<file path="src/rtl/carry_select_seq_add.sv">
// Byte-serial adder: one 8-bit carry-select adder reused over NBYTES cycles, LSB byte first.
// Latency: out_valid rises NBYTES cycles after accept; issue-to-issue NBYTES+2 cycles.
// Backpressure: in_ready only in IDLE; the result holds in DONE until out_ready.

module carry_select_adder8 (
    input  logic [7:0] a,
    input  logic [7:0] b,
    input  logic       cin,
    output logic       cout,
    output logic [7:0] sum
);
    logic [4:0] lo;
    logic [4:0] hi0;
    logic [4:0] hi1;

    // Upper nibble is precomputed for both carry values, then picked by the low nibble carry.
    assign lo   = {1'b0, a[3:0]} + {1'b0, b[3:0]} + {4'd0, cin};
    assign hi0  = {1'b0, a[7:4]} + {1'b0, b[7:4]};
    assign hi1  = hi0 + 5'd1;
    assign sum  = {(lo[4] ? hi1[3:0] : hi0[3:0]), lo[3:0]};
    assign cout = lo[4] ? hi1[4] : hi0[4];
endmodule

module carry_select_seq_add #(
    parameter int NBYTES = 4
) (
    input  logic                clk,
    input  logic                rst_n,
    input  logic                in_valid,
    output logic                in_ready,
    input  logic [8*NBYTES-1:0] in_a,
    input  logic [8*NBYTES-1:0] in_b,
    input  logic                in_cin,
    output logic                out_valid,
    input  logic                out_ready,
    output logic [8*NBYTES-1:0] out_sum,
    output logic                out_cout,
    output logic                out_ovf,
    output logic                busy
);
    localparam int W  = 8 * NBYTES;
    localparam int IW = $clog2(NBYTES);

    localparam logic [1:0] S_IDLE = 2'd0;
    localparam logic [1:0] S_RUN  = 2'd1;
    localparam logic [1:0] S_DONE = 2'd2;

    logic [1:0]    state_q, state_d;
    logic [IW-1:0] idx_q, idx_d;
    logic [W-1:0]  a_q, a_d;
    logic [W-1:0]  b_q, b_d;
    logic [W-1:0]  sum_q, sum_d;
    logic          carry_q, carry_d;
    logic          msb_cin_q, msb_cin_d;

    logic [7:0]    add_a;
    logic [7:0]    add_b;
    logic [7:0]    add_sum;
    logic          add_cout;
    logic          last_byte;

    always_comb begin
        add_a = '0;
        add_b = '0;
        for (int i = 0; i < NBYTES; i++) begin
            if (idx_q == IW'(i)) begin
                add_a = a_q[8*i +: 8];
                add_b = b_q[8*i +: 8];
            end
        end
    end

    carry_select_adder8 u_add (
        .a    (add_a),
        .b    (add_b),
        .cin  (carry_q),
        .cout (add_cout),
        .sum  (add_sum)
    );

    assign last_byte = (idx_q == IW'(NBYTES - 1));

    always_comb begin
        state_d   = state_q;
        idx_d     = idx_q;
        a_d       = a_q;
        b_d       = b_q;
        sum_d     = sum_q;
        carry_d   = carry_q;
        msb_cin_d = msb_cin_q;
        case (state_q)
            S_IDLE: begin
                if (in_valid) begin
                    a_d     = in_a;
                    b_d     = in_b;
                    carry_d = in_cin;
                    idx_d   = '0;
                    state_d = S_RUN;
                end
            end
            S_RUN: begin
                for (int i = 0; i < NBYTES; i++) begin
                    if (idx_q == IW'(i)) begin
                        sum_d[8*i +: 8] = add_sum;
                    end
                end
                carry_d = add_cout;
                if (last_byte) begin
                    // Carry into the top bit of the word, recovered from the top byte's operands and sum.
                    msb_cin_d = add_a[7] ^ add_b[7] ^ add_sum[7];
                    state_d   = S_DONE;
                end else begin
                    idx_d = idx_q + IW'(1);
                end
            end
            S_DONE: begin
                if (out_ready) begin
                    state_d = S_IDLE;
                end
            end
            default: state_d = S_IDLE;
        endcase
    end

    always_ff @(posedge clk or negedge rst_n) begin
        if (!rst_n) begin
            state_q   <= S_IDLE;
            idx_q     <= '0;
            a_q       <= '0;
            b_q       <= '0;
            sum_q     <= '0;
            carry_q   <= 1'b0;
            msb_cin_q <= 1'b0;
        end else begin
            state_q   <= state_d;
            idx_q     <= idx_d;
            a_q       <= a_d;
            b_q       <= b_d;
            sum_q     <= sum_d;
            carry_q   <= carry_d;
            msb_cin_q <= msb_cin_d;
        end
    end

    assign in_ready  = (state_q == S_IDLE);
    assign out_valid = (state_q == S_DONE);
    assign busy      = (state_q != S_IDLE);
    assign out_sum   = sum_q;
    assign out_cout  = carry_q;
    assign out_ovf   = msb_cin_q ^ carry_q;
endmodule

</file>
<file path="config.mk">
export PLATFORM = sky130hd
export DESIGN_NAME = carry_select_seq_add
export DESIGN_NICKNAME = d
export VERILOG_FILES = /design/src/rtl/carry_select_seq_add.sv
export SDC_FILE = /design/constraint.sdc
export NUM_CORES = 1
export LEC_CHECK = 0
export ABC_CLOCK_PERIOD_IN_PS = 3200
export BUFFER_PORTS_ARGS = -buffer_cell sky130_fd_sc_hd__buf_2
export CAP_MARGIN = 20
export CORE_ASPECT_RATIO = 1.2
export CORE_MARGIN = 2
export CORE_UTILIZATION = 40
export DETAILED_ROUTE_END_ITERATION = 7
export HOLD_SLACK_MARGIN = 0.12
export RECOVER_POWER = 50
export SLEW_MARGIN = 20
export SYNTH_ARGS = -nofsm -noshare
export SYNTH_HDL_FRONTEND = slang
export SYNTH_SLANG_ARGS = --single-unit
</file>
<file path="constraint.sdc">
create_clock -name clk -period 3.2 [get_ports clk]
set_input_delay 0.48 -clock clk [delete_from_list [all_inputs] [get_ports clk]]
set_output_delay 0.48 -clock clk [all_outputs]
set_load 0.005 [all_outputs]
</file>
==> run metrics <==
Crit Path Category reg2reg; achievable frequency 333.5 MHz; dpl ws -0.01902 ns; Slew Viols, Final 46; violated checks capacitance limit, slew limit; yosys warns 0; Hold Path Sink state_q[1]$_DFFE_PN0P_; Yosys reg bits 102; Nets 596; Mapped Cells 404; vias per inst 4.905; final worst path period share 0.9370; Max-slew headroom -0.5447; Tightest Pin Transition 2.317 ns; post-synth net total 488; vias in the first global route 3390; Worst Hold Class in2reg; Worst Hold Path Cells 2; CTS clk-pin slew, worst paths 0.07 ns; top cell type's share of synthesized area 0.5417; via count 3306; Tmin final 2.998 ns; Worst EP required 3.40 ns; Clock Tree Buf Depth 2; antenna violations before repair 0; M1 GR Usage 0.2412; Initial DRC Count 145; Worst setup EP type flip-flop; post-cts hold buffer count 0; detailed placer's ending HPWL 8.027 mm; post-synth cell types 34; final setup fails 0; CP Launch Type flip-flop; Num Clock Sinks 102; Worst Reg-to-Reg Cells 12; P_leak 2.629 nW; H-tree depth 3; pin count of the biggest net entering global routing 57; Root Driver clkbuf_16; crit path DAT 3.20 ns; CTS tree done; die height 122.9 um; register area share after synthesis 0.5417; CTS Buf Count 9; worst skew pair latency 0.34 ns; worst flop-to-flop path startpoint idx_q[0]$_DFFE_PN0P_; synth top area cells dfrtp_1 (54%), mux2_2 (17%), nand2_1 (4.9%); skew final 0.007387 ns; DP Area 5472 sq um; row cnt 43; worst-path fanout max 4; Total GRT Usage 0.1755; maxcap violations 1; Post-Route WL 10.48 mm; min-delay src out_ready; global-route wire length before repair 17.04 mm; layout overhead on the synthesized area 22.54%; die footprint 12670 sq um; n_diodes 0; Cell Area, Synth 4712 sq um; Initial Util 0.4093; busiest layer in global routing met2; WL/cell 15.55 um; Core Area 11510 sq um; flop2flop setup slack 0.20 ns; met3 GRT Util 0.04070; Worst Hold Slack 0.3454 ns; first drt pass iteration count 4; fin cells 674; Pwr Density 1232 nW/um^2; outcome complete, but fails checks; Max VDD drop 0.4850 mV; final setup margin 0.2016 ns; GP Congestion 0.7854; IO Count 106; area leader, netlist dfrtp_1; Synth Area per Inst 11.66 sq um; share of layout cells above drive strength 1 0.3965; met2 usage 0.2829; Inst Count DP 657; GR Overflow Total 0; Final Hold Vio Count 0; port bufs 105; DRC viols 0; reg-to-reg critical path endpoint out_sum[5]$_DFFE_PN0P_; die width 103.1 um; RSZ-0062 raised after global routing no; ANT nets after route 0; Design Area, Final 5774 sq um
[registers in the layout (all words and copies together) (netlist names)]
name       cells
out_cout       1
idx_q          2
state_q        2
a_q           32
b_q           32
msb_cin_q      1
out_sum       32
[worst max-delay path by stage]
| stage | startpoint | endpoint | cells after the start |
|---|---|---|---|
| CTS | idx_q[1]$_DFFE_PN0P_ | out_sum[4]$_DFFE_PN0P_ | 12 |
| detailed placement | idx_q[1]$_DFFE_PN0P_ | out_sum[4]$_DFFE_PN0P_ | 12 |
| global placement | idx_q[1]$_DFFE_PN0P_ | out_sum[21]$_DFFE_PN0P_ | 12 |
| floorplan | idx_q[0]$_DFFE_PN0P_ | out_sum[13]$_DFFE_PN0P_ | 13 |
| finish | idx_q[0]$_DFFE_PN0P_ | out_sum[5]$_DFFE_PN0P_ | 12 |
| global route | idx_q[0]$_DFFE_PN0P_ | out_sum[21]$_DFFE_PN0P_ | 12 |
[through the flow]
stage / power, W / setup TNS [ns] / utilization
floorplan: 0.004769 / 0 / -
global placement: 0.005830 / 0 / 0.4728
detailed placement: 0.005946 / -0.03140 / 0.4752
CTS: 0.007079 / 0 / 0.5016
global route: 0.007718 / 0 / 0.5015
finish: 0.007116 / 0 / 0.5015
[final cells by class]
cell class                 count  area (sq um)
fill                        1147          5739
multi-input combinational    275          2077
inverter                       5         18.77
clock buffer                  11         242.7
sequential                   102          2552
clock inverter                 5         58.81
tap                          157         196.4
timing repair buffer         119         628.1
[report_power, final]
group,internal (W),total (W),switching (W)
clock network,0.000628,0.00110,0.000474
logic,0.00176,0.00368,0.00192
registers,0.00195,0.00234,0.000389
total,0.00433,0.00712,0.00278
[synth_stat cells, drive strengths merged]
library cell / instances
nand2b: 2
o21ai: 43
o211ai: 1
and2: 1
nand3: 1
ha: 12
nor4: 1
buf: 7
dfrtp: 102
and3: 2
a221oi: 2
nand3b: 14
fa: 3
mux2: 73
nand2: 62
o2111a: 1
xor2: 5
o31a: 1
a21oi: 32
clkbuf: 15
nor3b: 1
a21o: 3
xnor3: 1
nor2b: 4
o31ai: 3
or2: 2
nor2: 2
inv: 5
mux2i: 1
xnor2: 2
[placed cells by master, fill, tap and decap left out, drive strengths merged, types with 2 or more instances in the layout]
| cell type | instances |
|---|---|
| or2 | 2 |
| xor2 | 5 |
| ha | 12 |
| clkbuf | 27 |
| clkinvlp | 2 |
| nand3b | 14 |
| nor2b | 4 |
| nand2 | 62 |
| nand2b | 2 |
| a21oi | 32 |
| xnor2 | 2 |
| mux2 | 73 |
| and3 | 2 |
| o21ai | 43 |
| fa | 3 |
| o31ai | 3 |
| buf | 103 |
| inv | 5 |
| dfrtp | 102 |
| a221oi | 2 |
| a21o | 3 |
| nor2 | 2 |
| clkinv | 2 |
[what timing repair did]
item                                    in CTS  in global routing
resized for setup                            1                 15
setup buffers                                0                  1
pin swaps                                    0                  1
endpoints found under the setup margin       7                 21
[cells by family (layout without fill, tap and decap cells)]
group,after synthesis,count (layout),synth area share
compound gates,86,86,0.09931
simple gates,92,92,0.09293
xor+xnor,8,8,0.01938
buf+inv,27,140,0.02549
mux,74,74,0.1766
flops,102,102,0.5417
fa+ha+maj,15,15,0.04461
[worst max-delay path: stages (launching register included)]
cell and delay (ns):
dfrtp_1 0.43, inv_2 0.08, ha_2 0.21, nand3b_1 0.08
a21oi_1 0.06, a21oi_1 0.12, o21ai_1 0.10, fa_2 0.39
fa_1 0.42, and3_1 0.24, or2_2 0.35, mux2i_2 0.24
o21ai_0 0.12
[routing by layer]
layer  vias up  part of all wire
met1      1592              0.46
met5         -                 0
li1       1634                 -
met4         0            0.0071
met2        75              0.49
met3         5             0.048
Note: power is estimated with default switching activity, not from simulation.
